--- config.mk ---
export PLATFORM = sky130hd
export DESIGN_NAME = reg_bus_master
export DESIGN_NICKNAME = d
export VERILOG_FILES = /design/src/rtl/reg_bus_pkg.sv /design/src/rtl/reg_bus_master_dec.sv /design/src/rtl/reg_bus_master.sv
export SDC_FILE = /design/constraint.sdc
export NUM_CORES = 1
export LEC_CHECK = 0
export ABC_AREA = 1
export BUFFER_PORTS_ARGS = -buffer_cell sky130_fd_sc_hd__buf_2
export CORE_MARGIN = 2
export CORE_UTILIZATION = 56
export CTS_BUF_LIST = sky130_fd_sc_hd__clkbuf_4
export DETAILED_ROUTE_END_ITERATION = 8
export GPL_TIMING_DRIVEN = 1
export PLACE_DENSITY = 0.94
export SYNTH_ARGS = -nofsm -noshare
export SYNTH_HDL_FRONTEND = slang
export SYNTH_HIERARCHICAL = 1
export SYNTH_SLANG_ARGS = --single-unit
--- constraint.sdc ---
create_clock -name clk -period 4.24 [get_ports clk]
set_clock_uncertainty 0.05 [all_clocks]
set_input_delay 0.848 -clock clk [delete_from_list [all_inputs] [get_ports clk]]
set_output_delay 0.848 -clock clk [all_outputs]
set_load 0.01 [all_outputs]
--- src/rtl/reg_bus_pkg.sv ---
// reg_bus_pkg: shared FSM state codes, op codes and default width for the register bus master
package reg_bus_pkg;
   localparam int DEFAULT_DATA_WIDTH = 8;
   localparam logic [1:0] OP_RD1   = 2'b00;
   localparam logic [1:0] OP_RD2   = 2'b01;
   localparam logic [1:0] OP_WR    = 2'b10;
   localparam logic [1:0] OP_RD2WR = 2'b11;
   localparam logic [2:0] IDLE    = 3'd0;
   localparam logic [2:0] RD_A    = 3'd1;
   localparam logic [2:0] RD_B    = 3'd2;
   localparam logic [2:0] WAIT_WB = 3'd3;
   localparam logic [2:0] WR      = 3'd4;
   localparam logic [2:0] DONE    = 3'd5;
   localparam logic [2:0] ERR     = 3'd6;
endpackage

--- src/rtl/reg_bus_master_dec.sv ---
// reg_onehot_dec: address to one-hot strobe decoder with range flag
// Ports: en gates the strobe, addr selects the bit, onehot is the strobe vector,
// in_range is high when addr < NUM_REGS (independent of en).
module reg_onehot_dec #(
   parameter int NUM_REGS   = 6,
   parameter int ADDR_WIDTH = 3
) (
   input  logic                  en,
   input  logic [ADDR_WIDTH-1:0] addr,
   output logic [NUM_REGS-1:0]   onehot,
   output logic                  in_range
);
   assign in_range = 32'(addr) < NUM_REGS;
   for (genvar g = 0; g < NUM_REGS; g++) begin : g_bit
      assign onehot[g] = en && addr == ADDR_WIDTH'(g);
   end
endmodule

--- src/rtl/reg_bus_master.sv ---
// reg_bus_master: sequences one-hot Load/Save strobes to read up to two registers and write one back
// Ports: clk, rst (async active-low); req/op/addr_a/addr_b/addr_w start a transaction;
// wb_valid/wdata supply writeback data; bus_in is the shared register bus;
// load/save are one-hot strobes, save_value the write data, rdata_a/rdata_b the captured reads;
// busy, done and err report transaction status.
module reg_bus_master
   import reg_bus_pkg::*;
#(
   parameter int NUM_REGS   = 6,
   parameter int DATA_WIDTH = DEFAULT_DATA_WIDTH,
   parameter int ADDR_WIDTH = 3
) (
   input  logic                  clk,
   input  logic                  rst,
   input  logic                  req,
   input  logic [1:0]            op,
   input  logic [ADDR_WIDTH-1:0] addr_a,
   input  logic [ADDR_WIDTH-1:0] addr_b,
   input  logic [ADDR_WIDTH-1:0] addr_w,
   input  logic                  wb_valid,
   input  logic [DATA_WIDTH-1:0] wdata,
   input  logic [DATA_WIDTH-1:0] bus_in,
   output logic [NUM_REGS-1:0]   load,
   output logic [NUM_REGS-1:0]   save,
   output logic [DATA_WIDTH-1:0] save_value,
   output logic [DATA_WIDTH-1:0] rdata_a,
   output logic [DATA_WIDTH-1:0] rdata_b,
   output logic                  busy,
   output logic                  done,
   output logic                  err
);
   logic [2:0]            state, nxt;
   logic [1:0]            op_q;
   logic [ADDR_WIDTH-1:0] a_q, b_q, w_q;
   logic [NUM_REGS-1:0]   oh_a, oh_b, oh_w;
   logic                  ok_a, ok_b, ok_w, idle, bad;
   assign idle = state == IDLE;
   // In IDLE the decoders look at the live inputs so the range check can run
   // before acceptance; their enables are low there, so strobes never follow inputs.
   reg_onehot_dec #(.NUM_REGS(NUM_REGS), .ADDR_WIDTH(ADDR_WIDTH)) u_dec_a (
      .en(state == RD_A), .addr(idle ? addr_a : a_q), .onehot(oh_a), .in_range(ok_a));
   reg_onehot_dec #(.NUM_REGS(NUM_REGS), .ADDR_WIDTH(ADDR_WIDTH)) u_dec_b (
      .en(state == RD_B), .addr(idle ? addr_b : b_q), .onehot(oh_b), .in_range(ok_b));
   reg_onehot_dec #(.NUM_REGS(NUM_REGS), .ADDR_WIDTH(ADDR_WIDTH)) u_dec_w (
      .en(state == WR), .addr(idle ? addr_w : w_q), .onehot(oh_w), .in_range(ok_w));
   // op[0] means a second read, op[1] means a write; read A is used unless op is a pure write
   assign bad = (op != OP_WR && !ok_a) || (op[0] && !ok_b) || (op[1] && !ok_w);
   always_comb begin
      nxt = state;
      case (state)
         IDLE:    nxt = !req ? IDLE : bad ? ERR : op == OP_WR ? WAIT_WB : RD_A;
         RD_A:    nxt = op_q[0] ? RD_B : DONE;
         RD_B:    nxt = op_q == OP_RD2WR ? WAIT_WB : DONE;
         WAIT_WB: nxt = wb_valid ? WR : WAIT_WB;
         WR:      nxt = DONE;
         default: nxt = IDLE;
      endcase
   end
   always_ff @(posedge clk or negedge rst) begin
      if (!rst) begin
         state      <= IDLE;
         op_q       <= OP_RD1;
         a_q        <= '0;
         b_q        <= '0;
         w_q        <= '0;
         save_value <= '0;
         rdata_a    <= '0;
         rdata_b    <= '0;
      end else begin
         state <= nxt;
         if (idle && req) begin
            op_q <= op;
            a_q  <= addr_a;
            b_q  <= addr_b;
            w_q  <= addr_w;
         end
         if (state == RD_A) rdata_a <= bus_in;
         if (state == RD_B) rdata_b <= bus_in;
         if (state == WAIT_WB && wb_valid) save_value <= wdata;
      end
   end
   assign load = oh_a | oh_b;
   assign save = oh_w;
   assign busy = !idle;
   assign done = state == DONE || state == ERR;
   assign err  = state == ERR;
endmodule

### Word-level counts from Yosys, hierarchy flattened

Cells that the tools add are included.

| word-level totals | value |
|---|---|
| output and inout bits | 39 |
| flip-flop bits (word level) | 38 |
| input port bits | 31 |
| logic and storage cells | 80 |

| cells by class | value |
|---|---|
| bitwise operators | 1 |
| magnitude comparators | 3 |
| equality and inequality tests | 24 |
| muxes and demuxes | 10 |
| reductions and logical operators | 34 |

Operators with widths:

| kind | number |
|---|---|
| 3-bit == test (second input constant) | 9 |
| 3-bit by 2-bit == test with 1-bit output (second input constant) | 8 |
| 3-bit 2-to-1 mux | 8 |
| 1-bit logical AND | 23 |
| 3-bit one-hot mux with 5 select lines | 1 |
| 3-bit by 1-bit == test with 1-bit output (second input constant) | 4 |
| 3-bit logical NOT | 4 |
| 3-bit < comparator (second input constant) | 3 |
| 6-bit bitwise OR | 1 |
| 2-bit == test (second input constant) | 2 |
| 1-bit logical NOT | 4 |
| 1-bit logical OR | 3 |
| 2-bit 2-to-1 mux | 1 |
| 2-bit != test (second input constant) | 1 |

### Depth between registers and ports, before layout

| logic depth | value |
|---|---|
| depth after elaboration | 10 |
| depth in mapped cells | 10 |
| gate-level depth less buffers | 10 |

### Cells and area by module

Netlist, hierarchy kept.

Modules (own cells, without submodules):

| module | area an instance (um^2) | sequential area each (um^2) | times used | cells each |
|---|---|---|---|---|
| reg_bus_master | 1,889.3 | 950.9 | 1 | 217 |
| reg_onehot_dec | 62.6 | 0.0 | 3 | 16 |

### Least setup slack after synthesis

OpenSTA, ideal clock, no wires.

| timing | value |
|---|---|
| kind | reg-to-output |
| from | reg state[0] |
| to | out load[1] |
| required time | 3,342 ps |
| path buffers | 1 |
| arrival | 1,621 ps |
| slack | 1,721 ps |
| stages on the path, launching flop included | 9 |
| path through | dfrtp_1 -> nor2_4 -> nand2_4 -> buf_4 -> o21ai_1 -> inv_2 -> nand2_1 -> nor2_1 -> or2_2 |

| on the way | value |
|---|---|
| word-level cells in the longest chain between the ends | 5 |
| elaborated cells between the ends (all ways) | 10 |
| those cells by class | eq/ne: 4; mux: 2; bitwise: 1; reduce/logical: 3 |

Ends and longest elaborated chain:

| what | RTL line | text |
|---|---|---|
| start: declaration | reg_bus_master.sv:32 | `logic [2:0] state, nxt;` |
| start signal: assignment | reg_bus_master.sv:70 | `state <= nxt;` |
| 3-bit logical NOT | reg_bus_master.sv:37 | `assign idle = state == IDLE;` |
| 3-bit 2-to-1 mux | reg_bus_master.sv:43 | `.en(state == RD_B), .addr(idle ? addr_b : b_q), .onehot(oh_b), .in_range(ok_b));` |
| 3-bit by 1-bit == test with 1-bit output | reg_bus_master_dec.sv:15 | `assign onehot[g] = en && addr == ADDR_WIDTH'(g);` |
| 1-bit logical AND (*) | reg_bus_master_dec.sv:15 |  |
| via oh_b[1] | reg_bus_master.sv:35 | `logic [NUM_REGS-1:0] oh_a, oh_b, oh_w;` |
| 6-bit bitwise OR (*) | reg_bus_master.sv:82 | `assign load = oh_a \| oh_b;` |
| end: declaration | reg_bus_master.sv:23 | `output logic [NUM_REGS-1:0] load,` |

The timed path passes the listed nets; every way through them passes the cells marked *.

### Worst setup path after layout

Same ends and word-level chain as after synthesis.

==> impl_metrics.toml <==
[place]
gp_congestion = 0.762
io_buffers = 69
numPlacedInstances = 376
dp_hpwl_um = 3070
placed_cell_area_sq_mm = 0.00242
post-place-ws_ps = 1480

[floorplan]
die_y_um = 64.9
core_sq_mm = 0.00361
dieArea_sq_mm = 0.00421
num_rows = 22
die_w_um = 64.9
ios = 70
initial_core_util = 0.576

[global_routing]
track_usage = 0.209
grt-ovfl-total = 0
antenna_found_initial = 0
grt_max_degree = 39
grt_first_pass_wirelength_um = 6850
first_global_vias = 1696

[detailed_routing]
drtPass1Iterations = 4
routed_wl_um = 3950
drt_first_iter_violations = 70
via_per_inst = 4.78
ant_nets = 0
drc_errors = 0
routedWlPerCell_um = 10.3
vias = 1834

[cts]
numCtsBuffers = 5
clk_pin_slew_ps = 110
clkLatencyLatePin_ps = 340
cts_setup_buffers = 0
clockBufferDepth = 2
cts_tree = "done"
ctsHoldBuffers = 0
cts_resized = 0
cts_root_buf = "clkbuf_4"
cts_max_level = 2
cts_sinks = 38

[sta]
rsz0062_at_grt = "false"
slew_headroom = 0.461
drv_slew = 0
hold_violations = 0
period_share = 0.718
setup_tns_ps = 0
worst_slew_pin_slew_ps = 809
finalSetupViolations = 0
maxClockFrequency_mhz = 328
finalCriticalPeriod_ps = 3040
setup_ws_ps = 1200

[setup_path]
critPathKind = "flip-flop to output port"
crit_path_start_kind = "flip-flop"
worst_ep_arrival_time_ps = 2150
cp-end-kind = "output port"
crit_fanout = 19
slowest_stage = "dfrtp_1"
crit_required_ps = 3340
critPathMaxStageDelay_ps = 480
crit_chain = "nor2_4 > nand2_4 > o21ai_1 > inv_2 > nand2_1 > nor2_1 > or2_2 > buf_2"

[finish]
final_cell_count_no_fill = 384
final_area_sq_mm = 0.00247
drive_gt1_frac = 0.363
final_nets = 366
num_antenna_cells = 0
syn_to_final_growth_pct = 19.2

[logic_synthesis]
ys_types = 24
synthAdderAreaFrac = 0
netlist_area_sq_mm = 0.00208
synth_compound_gate_area_share = 0.113
synth-xor-area-share = 0
synthMuxAreaShare = 0
synthSimpleGateAreaFrac = 0.328
synth_area_per_cell_sq_um = 7.84
synth_top_family_by_area = "simple AND/OR/NAND/NOR gates"
ys_warn_count = 6
yosysSeqAreaShare = 0.458
syn_nets = 296
synthCells = 265
ys_seq_elements = 38

[power_and_ir_drop]
powerDensity_mw_per_mm2 = 710
total_leakage_power_nw = 1.47
ir_drop_mv = 0.353

[status]
status = "complete, no violations"

[hold_path]
hp-class = "flip-flop to flip-flop"

[job]
cap_violations = 0
per-stage QoR:
stage,hold WS (ps),total power [mW],utilization
3_3_place_gp,400,1.56,0.671
3_5_place_dp,403,1.60,0.671
2_1_floorplan,399,1.35,-
6_report,427,1.76,0.686
5_1_grt,456,1.94,0.686
4_1_cts,428,1.77,0.686
worst max-delay path: cells and delay by family, from the launching register on:
| kind | cells | cell delay (ps) |
|---|---|---|
| AOI/OAI and AO/OA | 1 | 340 |
| DFF | 1 | 480 |
| buffers and inverters | 2 | 200 |
| and+or+nand+nor | 5 | 790 |
metal layers:
metal	vias up	part of all wire	GRT usage	routed length, um
met3	5	0.033	0.0313	131
met4	0	0.016	0.0798	62
met5	-	0	0	0
li1	955	-	-	-
met2	38	0.50	0.363	1980
met1	836	0.45	0.261	1780
cells in the mapped netlist (all sizes together):
cell / number / area [sq um]
or2: 6 / 37.5
nand2: 98 / 413
inv: 39 / 149
dfrtp: 38 / 951
o21ai: 35 / 235
buf: 6 / 61.3
nand3: 13 / 77.6
nor2: 26 / 126
nor3b: 1 / 7.51
nand4: 1 / 6.26
nor3: 1 / 5.00
nand3b: 1 / 7.51
flip-flops by register name, summed over array words and instances (netlist names):
register	cells
state	3
rdata_b	8
w_q	3
op_q	2
rdata_a	8
save_value	8
b_q	3
a_q	3
cell type report:
type / count / area, sq um
clock buffer: 5 / 37.5
clock inverter: 3 / 16.3
fill: 323 / 1130
inverter: 39 / 149
multi-input combinational: 182 / 916
sequential: 38 / 951
tap: 48 / 60.1
timing repair buffer: 69 / 345
power breakdown:
group	total, mW	switching [mW]	internal, mW
sequential	0.651	0.113	0.538
combinational	0.931	0.583	0.348
clock	0.175	0.113	0.0616
total	1.76	0.809	0.948
layout by cell type, fill, tap and decap left out:
master,count
nand2_1,88
buf_2,69
dfrtp_1,38
inv_1,30
nor2_1,22
o21ai_1,19
o21ai_2,16
nand3_1,12
inv_2,8
or2_2,6
nand2_2,6
clkbuf_4,5
nand2_4,4
nor2_2,2
nor2_4,1
inv_4,1
nor2_8,1
nand4_1,1
nand3_4,1
nand3b_1,1
nor3_1,1
nor3b_1,1
clkinv_1,1
clkinv_2,1
clkinvlp_4,1
cells by family (layout without fill, tap and decap cells):
kind of cell,Yosys count,in the layout
AO/OA/AOI/OAI,35,35
flip-flops,38,38
AND/OR/NAND/NOR,147,147
buffers and inverters,45,116
path summary, 6_finish.rpt:
check | start | slack, ps | to | cells after the start
max in group asynchronous | rst | 3090 | save_value[7] | 1
min in group asynchronous | rst | 540 | rdata_b[2] | 1
max reg2reg | state[0] | 2440 | state[0] | 9
max | state[0] | 1200 | load[1] | 8
min reg2reg | save_value[1] | 430 | save_value[1] | 2
min | save_value[1] | 430 | save_value[1] | 2
(Power assumes the default switching activity.)
